==> src/rtl/softmax_pkg.sv <==
// Shared definitions for the softmax max-finder: FSM state encoding and the
// most-negative-score helper.
package softmax_pkg;

    typedef enum logic [1:0] {
        ST_IDLE  = 2'd0,
        ST_SCAN  = 2'd1,
        ST_WRITE = 2'd2
    } state_e;

    // Returns a 64-bit word with only bit (width-1) set; the low 'width' bits
    // are the most-negative two's-complement value of that width.
    function automatic logic [63:0] most_neg(input int width);
        return 64'd1 << (width - 1);
    endfunction

endpackage

==> src/rtl/softmax_cmp.sv <==
// Signed compare-and-select: the candidate wins only when strictly greater, so
// ties keep the earlier (current) value. Index ports exist with SOFTMAX_MAX_IDX_EN.
module softmax_cmp #(
    parameter int DATA_WIDTH = 16,
    parameter int IDX_WIDTH  = 4
) (
    input  logic signed [DATA_WIDTH-1:0] cand,
    input  logic signed [DATA_WIDTH-1:0] cur_max,
    output logic signed [DATA_WIDTH-1:0] sel_max
`ifdef SOFTMAX_MAX_IDX_EN
    ,
    input  logic [IDX_WIDTH-1:0]         cand_idx,
    input  logic [IDX_WIDTH-1:0]         cur_idx,
    output logic [IDX_WIDTH-1:0]         sel_idx
`endif
);

    logic take_cand;

    assign take_cand = (cand > cur_max);
    assign sel_max   = take_cand ? cand : cur_max;

`ifdef SOFTMAX_MAX_IDX_EN
    assign sel_idx   = take_cand ? cand_idx : cur_idx;
`endif

endmodule

==> src/rtl/softmax_max_finder.sv <==
// Streams NUM_CLASS signed scores per frame and writes the frame maximum to the
// downstream softmax register. Define SOFTMAX_MAX_IDX_EN to add the max_idx output.
module softmax_max_finder
    import softmax_pkg::*;
#(
    parameter int DATA_WIDTH = 16,
    parameter int NUM_CLASS  = 10,
    parameter int IDX_WIDTH  = 4
) (
    input  logic                         clk,
    input  logic                         rst_n,
    input  logic                         start,
    input  logic                         valid_in,
    input  logic signed [DATA_WIDTH-1:0] data_in,
    output logic                         ready_in,
    output logic                         reg_write,
    output logic signed [DATA_WIDTH-1:0] max_out,
    output logic                         done,
    output logic                         busy
`ifdef SOFTMAX_MAX_IDX_EN
    ,
    output logic [IDX_WIDTH-1:0]         max_idx
`endif
);

    localparam logic [63:0]                  MIN_FULL = most_neg(DATA_WIDTH);
    localparam logic signed [DATA_WIDTH-1:0] MIN_VAL  = MIN_FULL[DATA_WIDTH-1:0];
    localparam logic [IDX_WIDTH-1:0]         LAST_IDX = IDX_WIDTH'(NUM_CLASS - 1);

    state_e                         state_q, state_d;
    logic [IDX_WIDTH-1:0]           count_q, count_d;
    logic signed [DATA_WIDTH-1:0]   run_max_q, run_max_d;
    logic signed [DATA_WIDTH-1:0]   max_out_q, max_out_d;
    logic signed [DATA_WIDTH-1:0]   sel_max;

`ifdef SOFTMAX_MAX_IDX_EN
    logic [IDX_WIDTH-1:0]           run_idx_q, run_idx_d;
    logic [IDX_WIDTH-1:0]           max_idx_q, max_idx_d;
    logic [IDX_WIDTH-1:0]           sel_idx;
`endif

    softmax_cmp #(
        .DATA_WIDTH (DATA_WIDTH),
        .IDX_WIDTH  (IDX_WIDTH)
    ) u_cmp (
        .cand     (data_in),
        .cur_max  (run_max_q),
        .sel_max  (sel_max)
`ifdef SOFTMAX_MAX_IDX_EN
        ,
        .cand_idx (count_q),
        .cur_idx  (run_idx_q),
        .sel_idx  (sel_idx)
`endif
    );

    always_ff @(posedge clk or negedge rst_n) begin
        if (!rst_n) begin
            state_q   <= ST_IDLE;
            count_q   <= '0;
            run_max_q <= '0;
            max_out_q <= '0;
`ifdef SOFTMAX_MAX_IDX_EN
            run_idx_q <= '0;
            max_idx_q <= '0;
`endif
        end else begin
            state_q   <= state_d;
            count_q   <= count_d;
            run_max_q <= run_max_d;
            max_out_q <= max_out_d;
`ifdef SOFTMAX_MAX_IDX_EN
            run_idx_q <= run_idx_d;
            max_idx_q <= max_idx_d;
`endif
        end
    end

    // The published result is loaded on the final accept so it is already
    // stable during the single WRITE cycle and held through IDLE afterwards.
    always_comb begin
        state_d   = state_q;
        count_d   = count_q;
        run_max_d = run_max_q;
        max_out_d = max_out_q;
`ifdef SOFTMAX_MAX_IDX_EN
        run_idx_d = run_idx_q;
        max_idx_d = max_idx_q;
`endif
        ready_in  = 1'b0;
        reg_write = 1'b0;
        done      = 1'b0;

        case (state_q)
            ST_IDLE: begin
                if (start) begin
                    state_d   = ST_SCAN;
                    count_d   = '0;
                    run_max_d = MIN_VAL;
`ifdef SOFTMAX_MAX_IDX_EN
                    run_idx_d = '0;
`endif
                end
            end
            ST_SCAN: begin
                ready_in = 1'b1;
                if (valid_in) begin
                    run_max_d = sel_max;
                    count_d   = count_q + IDX_WIDTH'(1);
`ifdef SOFTMAX_MAX_IDX_EN
                    run_idx_d = sel_idx;
`endif
                    if (count_q == LAST_IDX) begin
                        state_d   = ST_WRITE;
                        count_d   = '0;
                        max_out_d = sel_max;
`ifdef SOFTMAX_MAX_IDX_EN
                        max_idx_d = sel_idx;
`endif
                    end
                end
            end
            ST_WRITE: begin
                reg_write = 1'b1;
                done      = 1'b1;
                state_d   = ST_IDLE;
            end
            default: begin
                state_d = ST_IDLE;
            end
        endcase
    end

    assign busy    = (state_q != ST_IDLE);
    assign max_out = max_out_q;
`ifdef SOFTMAX_MAX_IDX_EN
    assign max_idx = max_idx_q;
`endif

endmodule

==> config.mk <==
export PLATFORM = sky130hd
export DESIGN_NAME = softmax_max_finder
export DESIGN_NICKNAME = d
export VERILOG_FILES = /design/src/rtl/softmax_pkg.sv /design/src/rtl/softmax_cmp.sv /design/src/rtl/softmax_max_finder.sv
export SDC_FILE = /design/constraint.sdc
export NUM_CORES = 1
export LEC_CHECK = 0
export CORE_MARGIN = 10
export CORE_UTILIZATION = 25
export CTS_BUF_LIST = sky130_fd_sc_hd__clkbuf_4 sky130_fd_sc_hd__clkbuf_8
export CTS_CLUSTER_DIAMETER = 50
export CTS_CLUSTER_SIZE = 25
export DETAILED_ROUTE_END_ITERATION = 8
export PLACE_DENSITY_LB_ADDON = 0.1
export SYNTH_ARGS = -nofsm -noshare
export SYNTH_HDL_FRONTEND = slang
export SYNTH_HIERARCHICAL = 1
export SYNTH_SLANG_ARGS = --single-unit
==> constraint.sdc <==
create_clock -name clk -period 3.5 [get_ports clk]
set_input_delay 0.525 -clock clk [delete_from_list [all_inputs] [get_ports clk]]
set_output_delay 0.525 -clock clk [all_outputs]
set_load 0.005 [all_outputs]
# After elaboration in Yosys (flattened, before gate mapping)
# Index checks and enable logic that the tools add are counted.
dict set report classes {
  add_sub_neg 1
  mul 0
  div_mod_pow 0
  magnitude_cmp 1
  n_eq_ne 6
  shifts 0
  mux 14
  n_bitwise 0
  n_reduce_logical 6
}
# operator count
set ops {}
lappend ops {{$mux W16} 3}
lappend ops {{$pmux W16 S2} 1}
lappend ops {{$gt A16 B16 Y1} 1}
lappend ops {{$mux W4} 3}
lappend ops {{$reduce_and A3 Y1} 3}
lappend ops {{$pmux W4 S2} 1}
lappend ops {{$mux W2} 3}
lappend ops {{$ne A2 B2 Y1 const B} 3}
lappend ops {{$add A4 B1 Y4 const B} 1}
lappend ops {{$eq A4 B4 Y1 const B} 1}
lappend ops {{$pmux W2 S2} 1}
lappend ops {{$reduce_bool A2 Y1} 2}
lappend ops {{$eq A2 B1 Y1 const B} 1}
lappend ops {{$eq A2 B2 Y1 const B} 1}
lappend ops {{$logic_not A2 Y1} 1}
lappend ops {{$mux W1} 2}
dict set report totals {
  ff_bits 38
  latchBits 0
  ramBits 0
  rom_bits 0
  input_bits 20
  output_inout_bits 20
  wordCells 32
  memories 0
}

# Depth between registers and ports, before layout
dict set report depth {
  ltp_word 4
  ltp_mapped 10
  depth_no_buf 10
}

# Cells and area by module
# The synthesis kept the hierarchy.
# module n_inst cells_each area_each_um2
set modules_own_cells {}
lappend modules_own_cells {softmax_max_finder 1 112 1600.3}
lappend modules_own_cells {softmax_cmp 1 78 686.9}

# Worst setup path after synthesis
# No wires, ideal clock.
dict set report synth_timing {
  path_type {input port to flip-flop}
  start {input port data_in[11]}
  end {register max_out_q[10], in the netlist max_out[10]}
  setup_ps 125
  t_arrival_ps 3110
  t_required_ps 3375
  setup_slack_ps 266
  stages 9
  path_buffers 1
  cell_sequence {ha_1 nand2_1 or4_4 or4_4 nand3_2 mux2i_4 buf_12 mux2_4 mux2_2}
}
dict set report synth_via {
  elab_chain_cells 2
}
# element line
set synth_lines {}
lappend synth_lines {{start, declared} softmax_max_finder.sv:14} ;# input logic signed [DATA_WIDTH-1:0] data_in,
lappend synth_lines {{$gt A16 B16 Y1} softmax_cmp.sv:20} ;# assign take_cand = (cand > cur_max);
lappend synth_lines {{$mux W16} softmax_cmp.sv:21} ;# assign sel_max = take_cand ? cand : cur_max;
lappend synth_lines {{via sel_max[10]} softmax_max_finder.sv:34} ;# logic signed [DATA_WIDTH-1:0] sel_max;
lappend synth_lines {{end signal, assigned} softmax_max_finder.sv:71} ;# max_out_q <= max_out_d;
lappend synth_lines {{end, declared} softmax_max_finder.sv:33} ;# logic signed [DATA_WIDTH-1:0] max_out_q, max_out_d;
# The timed path passes the listed nets, and every way through them passes these cells.
# A chain may end at the register's enable or synchronous reset.

# Worst setup path in the final report
dict set report layout_timing {
  start {input port data_in[15]}
  end {register max_out_q[15], in the netlist max_out[15]}
}
dict set report layout_via {
  elab_chain_cells 2
}
# element line
set layout_lines {}
lappend layout_lines {{$gt A16 B16 Y1} softmax_cmp.sv:20}
lappend layout_lines {{$mux W16 *} softmax_cmp.sv:21}
lappend layout_lines {{via sel_max[15]} softmax_max_finder.sv:34}
# The timed path passes the listed nets; every way through them passes the cells marked *.

==> results by group <==
Placement
  – Routability cong.: 0.703
  – Pre-CTS setup slack: -0.268 ns
  – Port bufs: 39
  – Post-DP HPWL: 3800 um

Synthesis
  – Compound-Gate Fraction of Synth Area: 0.127
  – Post-Synth XOR/XNOR Area: 0.00383
  – Yosys Warn Count: 6
  – Yosys top cell by area: dfrtp_1
  – Yosys reg bits: 38
  – Synth Flop Type: dfrtp_1
  – Synth Area in Adders: 0.0985
  – Simple-Gate Fraction of Synth Area: 0.0853
  – Mapped Nets: 228
  – Unique masters post-synth: 46
  – Largest family of logic cells by synthesized area: multiplexers
  – Gate count of the mapped netlist: 190
  – Multiplexer share of the synthesized area: 0.190
  – Post-synth EDFFs: 0
  – Sequential share of the synthesized area: 0.416
  – Async set or reset register ratio after synthesis: 1.00
  – Synth top area share: 0.416
  – Mapped Area: 2290 sq um
  – Syn Area/Cell: 12.0 sq um
  – Top cells by area, synth: dfrtp_1 (42%), mux2_2 (11%), ha_1 (9.8%)

Clocking
  – Depth of the CTS H-tree: 2
  – Clock Sinks: 38
  – CTS buffer count: 5
  – CTS Buffer Depth: 2
  – Clk pin slew, worst setup/hold paths: 0.09 ns
  – CTS tree: built
  – Clock latency on the worst-skew pair: 0.29 ns
  – Post-CTS setup buffer count: 0
  – Root Buffer: clkbuf_8
  – Post-CTS Hold Fix Bufs: 0

Critical path
  – R2R cell count: 10
  – Worst EP required: 3.67 ns
  – Critical Path AT: 3.58 ns
  – Largest stage delay, worst path: 0.56 ns
  – R2r setup slk: 0.36 ns
  – Critical Path Sink Type: flop
  – Crit Path Category: input port to flop
  – Slowest CP cell: or4_4
  – Worst-path fanout max: 6
  – Startpoint Class: input port
  – Crit path cell chain: clkdlybuf4s50_1 -> ha_1 -> nand2_1 -> or4_4 -> or4_4 -> nand3_4 -> mux2i_4 -> buf_6 -> mux2_2 -> mux2_2
  – Worst r2r dst: max_out[15]$_DFFE_PN0P_
  – Reg2reg start: run_max_q[11]$_DFFE_PN0P_

Power
  – Combinational share of power: 0.523
  – Net Sw Frac: 0.340
  – Sw power: 818 uW
  – Leak Pwr: 1.35 nW
  – Internal power: 1.59 mW
  – PD cells: 824 nW/um^2
  – Clock share of power: 0.158
  – Max VDD drop: 0.235 mV
  – Sequential share of power: 0.319

Final layout
  – Most frequent cells in the layout: dfrtp_1 (38), clkdlybuf4s50_1 (35), inv_1 (23)
  – Area growth syn-to-layout: 27.5%
  – Filler instances: 905
  – Number of nets in the layout: 274
  – Share of layout cells above drive strength 1: 0.283
  – Ant diodes: 0
  – Core Util, Final: 0.331
  – Commonest non-fill, non-tap cell in the layout: dfrtp_1

Drt
  – DRC: 0
  – Final wirelength: 5390 um
  – Routed Antenna Nets: 0
  – Starting DRT DRC Count: 59
  – Drt wl/cell: 15.6 um
  – Vias: 1576
  – DR pass1 iterations: 6
  – Via/cell ratio: 4.57

Floorplan
  – Die Ht: 116 um
  – Die area: 13400 sq um
  – Core box area: 8810 sq um
  – Site Rows: 34
  – Initial core utilization: 0.260
  – Die width: 116 um
  – IO Count: 40

Job
  – Max cap viols: 0

Timing
  – Hold violation total from the final report: 0
  – Slew Limit Fails: 0
  – Setup violators final: 0
  – RSZ-0062 raised after global routing: no
  – Final worst slack: 0.0879 ns
  – Max Clock Skew: 0.00944 ns
  – Fin crit share: 0.975
  – Tmin final: 3.41 ns
  – Max-slew headroom: 0.380
  – Fmax: 0.293 GHz
  – Slew @ Worst Pin: 0.930 ns

Outcome
  – Outcome: completed

GRT
  – Number of global-route vias before repair: 1646
  – GRT overflow: 0
  – Largest net degree at the start of global routing: 39
  – Gr usage total: 0.0817
  – First-pass GRT wire length: 8570 um
  – Initial antenna violation count: 0

Worst hold path
  – Hold Path Class: input port to asynchronous set/reset pin
-- per-stage QoR --
step	TNS, ns	area, sq um	cells	total power [mW]	hold WS (ns)
6_report	0	2920	345	2.40	0.368
5_1_grt	0	2920	345	2.60	0.440
4_1_cts	0	2880	345	2.42	0.409
3_5_place_dp	-6.40	2770	337	2.02	0.499
3_3_place_gp	-5.60	2770	337	2.02	0.490
2_1_floorplan	0	2290	190	1.63	0.229
-- metal layers --
metal / up-vias / track usage / share of wire
met5: - / 0 / 0
li1: 774 / - / -
met4: 0 / 0.0200 / 0.0084
met1: 764 / 0.109 / 0.49
met3: 5 / 0.0274 / 0.055
met2: 33 / 0.125 / 0.44
-- power groups by stage --
stage                     clock (mW)  sequential (mW)  combinational [mW]
after global placement             0            0.779                1.25
after detailed placement           0            0.775                1.25
after floorplan                    0            0.754               0.876
after CTS                      0.398            0.770                1.26
after global routing           0.411            0.797                1.39
final                          0.380            0.768                1.26
-- worst max-delay path by stage --
stage                 from                      end  depth (start not counted)
6_report       data_in[15]  max_out[15]$_DFFE_PN0P_                         10
5_1_grt        data_in[10]   max_out[4]$_DFFE_PN0P_                         10
2_1_floorplan  data_in[11]  max_out[10]$_DFFE_PN0P_                          9
4_1_cts        data_in[13]  max_out[15]$_DFFE_PN0P_                         10
3_3_place_gp   data_in[13]   max_out[4]$_DFFE_PN0P_                         10
3_5_place_dp   data_in[13]  max_out[15]$_DFFE_PN0P_                         10
-- synth_stat cells, drive strengths merged (3+ instances only) --
cell type	number
a21oi	9
nand2	7
nor2	5
inv	23
or4	3
a22o	15
ha	18
buf	7
dfrtp	38
mux2	32
nand3	3
-- timing repair --
item	4_1_cts	5_1_grt
hold endpoints to repair	0	0
endpoints found under the setup margin	0	9
gates resized for setup	0	7
-- layout make-up --
type                       count  area, sq um  area share
tap                          108          135      0.0463
sequential                    38          951       0.326
inverter                      23         86.3      0.0296
timing repair buffer          47          460       0.158
multi-input combinational    121         1170       0.403
clock inverter                 3         40.0      0.0137
clock buffer                   5         68.8      0.0236
-- flip-flops by register name, indices dropped and copies added (netlist names) --
signal / cells
run_max_q: 16
count_q: 4
max_out: 16
state_q: 2
-- worst max-delay path, delay by kind of cell --
family | cells | cell delay (ns)
fa+ha+maj | 1 | 0.32
buf+inv | 2 | 0.63
simple gates | 4 | 1.24
mux | 3 | 0.87
-- cell families (layout without fill, tap and decap cells) --
| logic type | after synthesis | count (layout) |
|---|---|---|
| adder cells (fa/ha/maj) | 18 | 18 |
| flip-flops | 38 | 38 |
| XOR/XNOR | 1 | 1 |
| multiplexers | 34 | 34 |
| AO/OA/AOI/OAI | 36 | 36 |
| AND/OR/NAND/NOR | 32 | 32 |
| buffers and inverters | 31 | 78 |
Note: power is estimated with default switching activity, not from simulation.
==> patch, RTL diff (config.mk and constraints unchanged) <==
Change the parameter `NUM_CLASS` from 10 to 7.
--- a/src/rtl/softmax_max_finder.sv
+++ b/src/rtl/softmax_max_finder.sv
@@ -4,7 +4,7 @@
     import softmax_pkg::*;
 #(
     parameter int DATA_WIDTH = 16,
-    parameter int NUM_CLASS  = 10,
+    parameter int NUM_CLASS  = 7,
     parameter int IDX_WIDTH  = 4
 ) (
     input  logic                         clk,
Formal check against the unedited RTL: not equivalent (a bounded check fails within 10 cycles, from zero or initial values and one cycle with rst_n low).
==> patch against the unedited design <==
- power is 2.8% lower
- utilization is 0.41 points lower
- critical path depth stayed put
- count of clock-buffer cells in the layout is 2 higher
- via count is 3.2% lower
- die area is 1.5% lower
- sequential cell count stayed put
- design area is 2.2% lower
- wire length is 6.4% lower
- worst setup slack worse by 0.015 ns
- maximum frequency is 0.44% lower
- area after synthesis is 1.9% lower
- clock power is 21% lower
- largest cell class unchanged
- largest power group unchanged
==> patch: results (changes against the unedited design) <==
Place
  • Detailed Place HPWL: 3660 um (was 3800 um)
  • Worst slack at placement: -0.278 ns (was -0.268 ns)
  • Routability Congestion: 0.698 (was 0.703)
  • Dpl cells: 332 (was 337)

Synth
  • Syn nets: 225 (was 228)
  • Syn avg cell area: 12.0 um^2 (about the same)
  • Distinct cell type count of the synthesized netlist: 40 (was 46)
  • Post-synth top cells: dfrtp_1, inv_1, mux2_2, ha_1, a22o_1 (was dfrtp_1, inv_1, mux2_2, ha_1, mux2_4)
  • Mux contribution to synthesized area: 19.2% (was 19.0%)

Finish
  • Multi-input gates: 116 (was 121)
  • Nets@finish: 269 (was 274)
  • Seq area share: 33.3% (was 32.6%)
  • Clkbuf count: 7 (was 5)
  • Fraction of area in multi-input gates: 40.0% (was 40.3%)
  • Fin util: 32.7% (was 33.1%)
  • Layout clock area frac: 2.94% (was 3.73%)
  • Signal inverters: 25 (was 23)

Power
  • Leak: 1.32 nW (was 1.35 nW)

Timing
  • Setup Skew: 0.00279 ns (was 0.00944 ns)

Global routing
  • Vias in the first global route: 1,705 (was 1,646)
  • Met2 Use GR: 12.5% (about the same)
  • Total track usage: 8.09% (was 8.17%)

Route
  • Pre-Repair DR Iteration Count: 4 (was 6)
  • Routed len/inst: 14.9 um (was 15.6 um)
  • Vias: 1,526 (was 1,576)
  • Drt total wl: 5040 um (was 5390 um)

Status
  • Status: completed (unchanged)

Critical path
  • Arrival time worst endpoint: 3.59 ns (was 3.58 ns)
==> patch: cell types whose count changed in the layout (fill, tap and decap cells not counted), moves of 2 or more <==
cell / before / now
clkinv_2: 2 / 0
clkbuf_4: 0 / 2
a22o_1: 9 / 15
a22o_2: 6 / 0
mux2_2: 22 / 20
mux2_1: 0 / 2
o21ai_0: 1 / 3
buf_4: 6 / 4
nor2_1: 4 / 1
==> patch: worst paths after layout <==
check                      cells after the start                         to                       from  slack, ns
min                                            1   run_max_q[2]$_DFFE_PN0P_                      rst_n       0.37
min in group clk                               1     max_out[3]$_DFFE_PN0P_     max_out[3]$_DFFE_PN0P_       0.49
max in group asynchronous                      1  run_max_q[12]$_DFFE_PN0P_                      rst_n       2.57
min reg2reg                                    1     max_out[3]$_DFFE_PN0P_     max_out[3]$_DFFE_PN0P_       0.49
max                                           10     max_out[2]$_DFFE_PN0P_                data_in[15]       0.07
max reg2reg                                   10     max_out[2]$_DFFE_PN0P_  run_max_q[11]$_DFFE_PN0P_       0.34
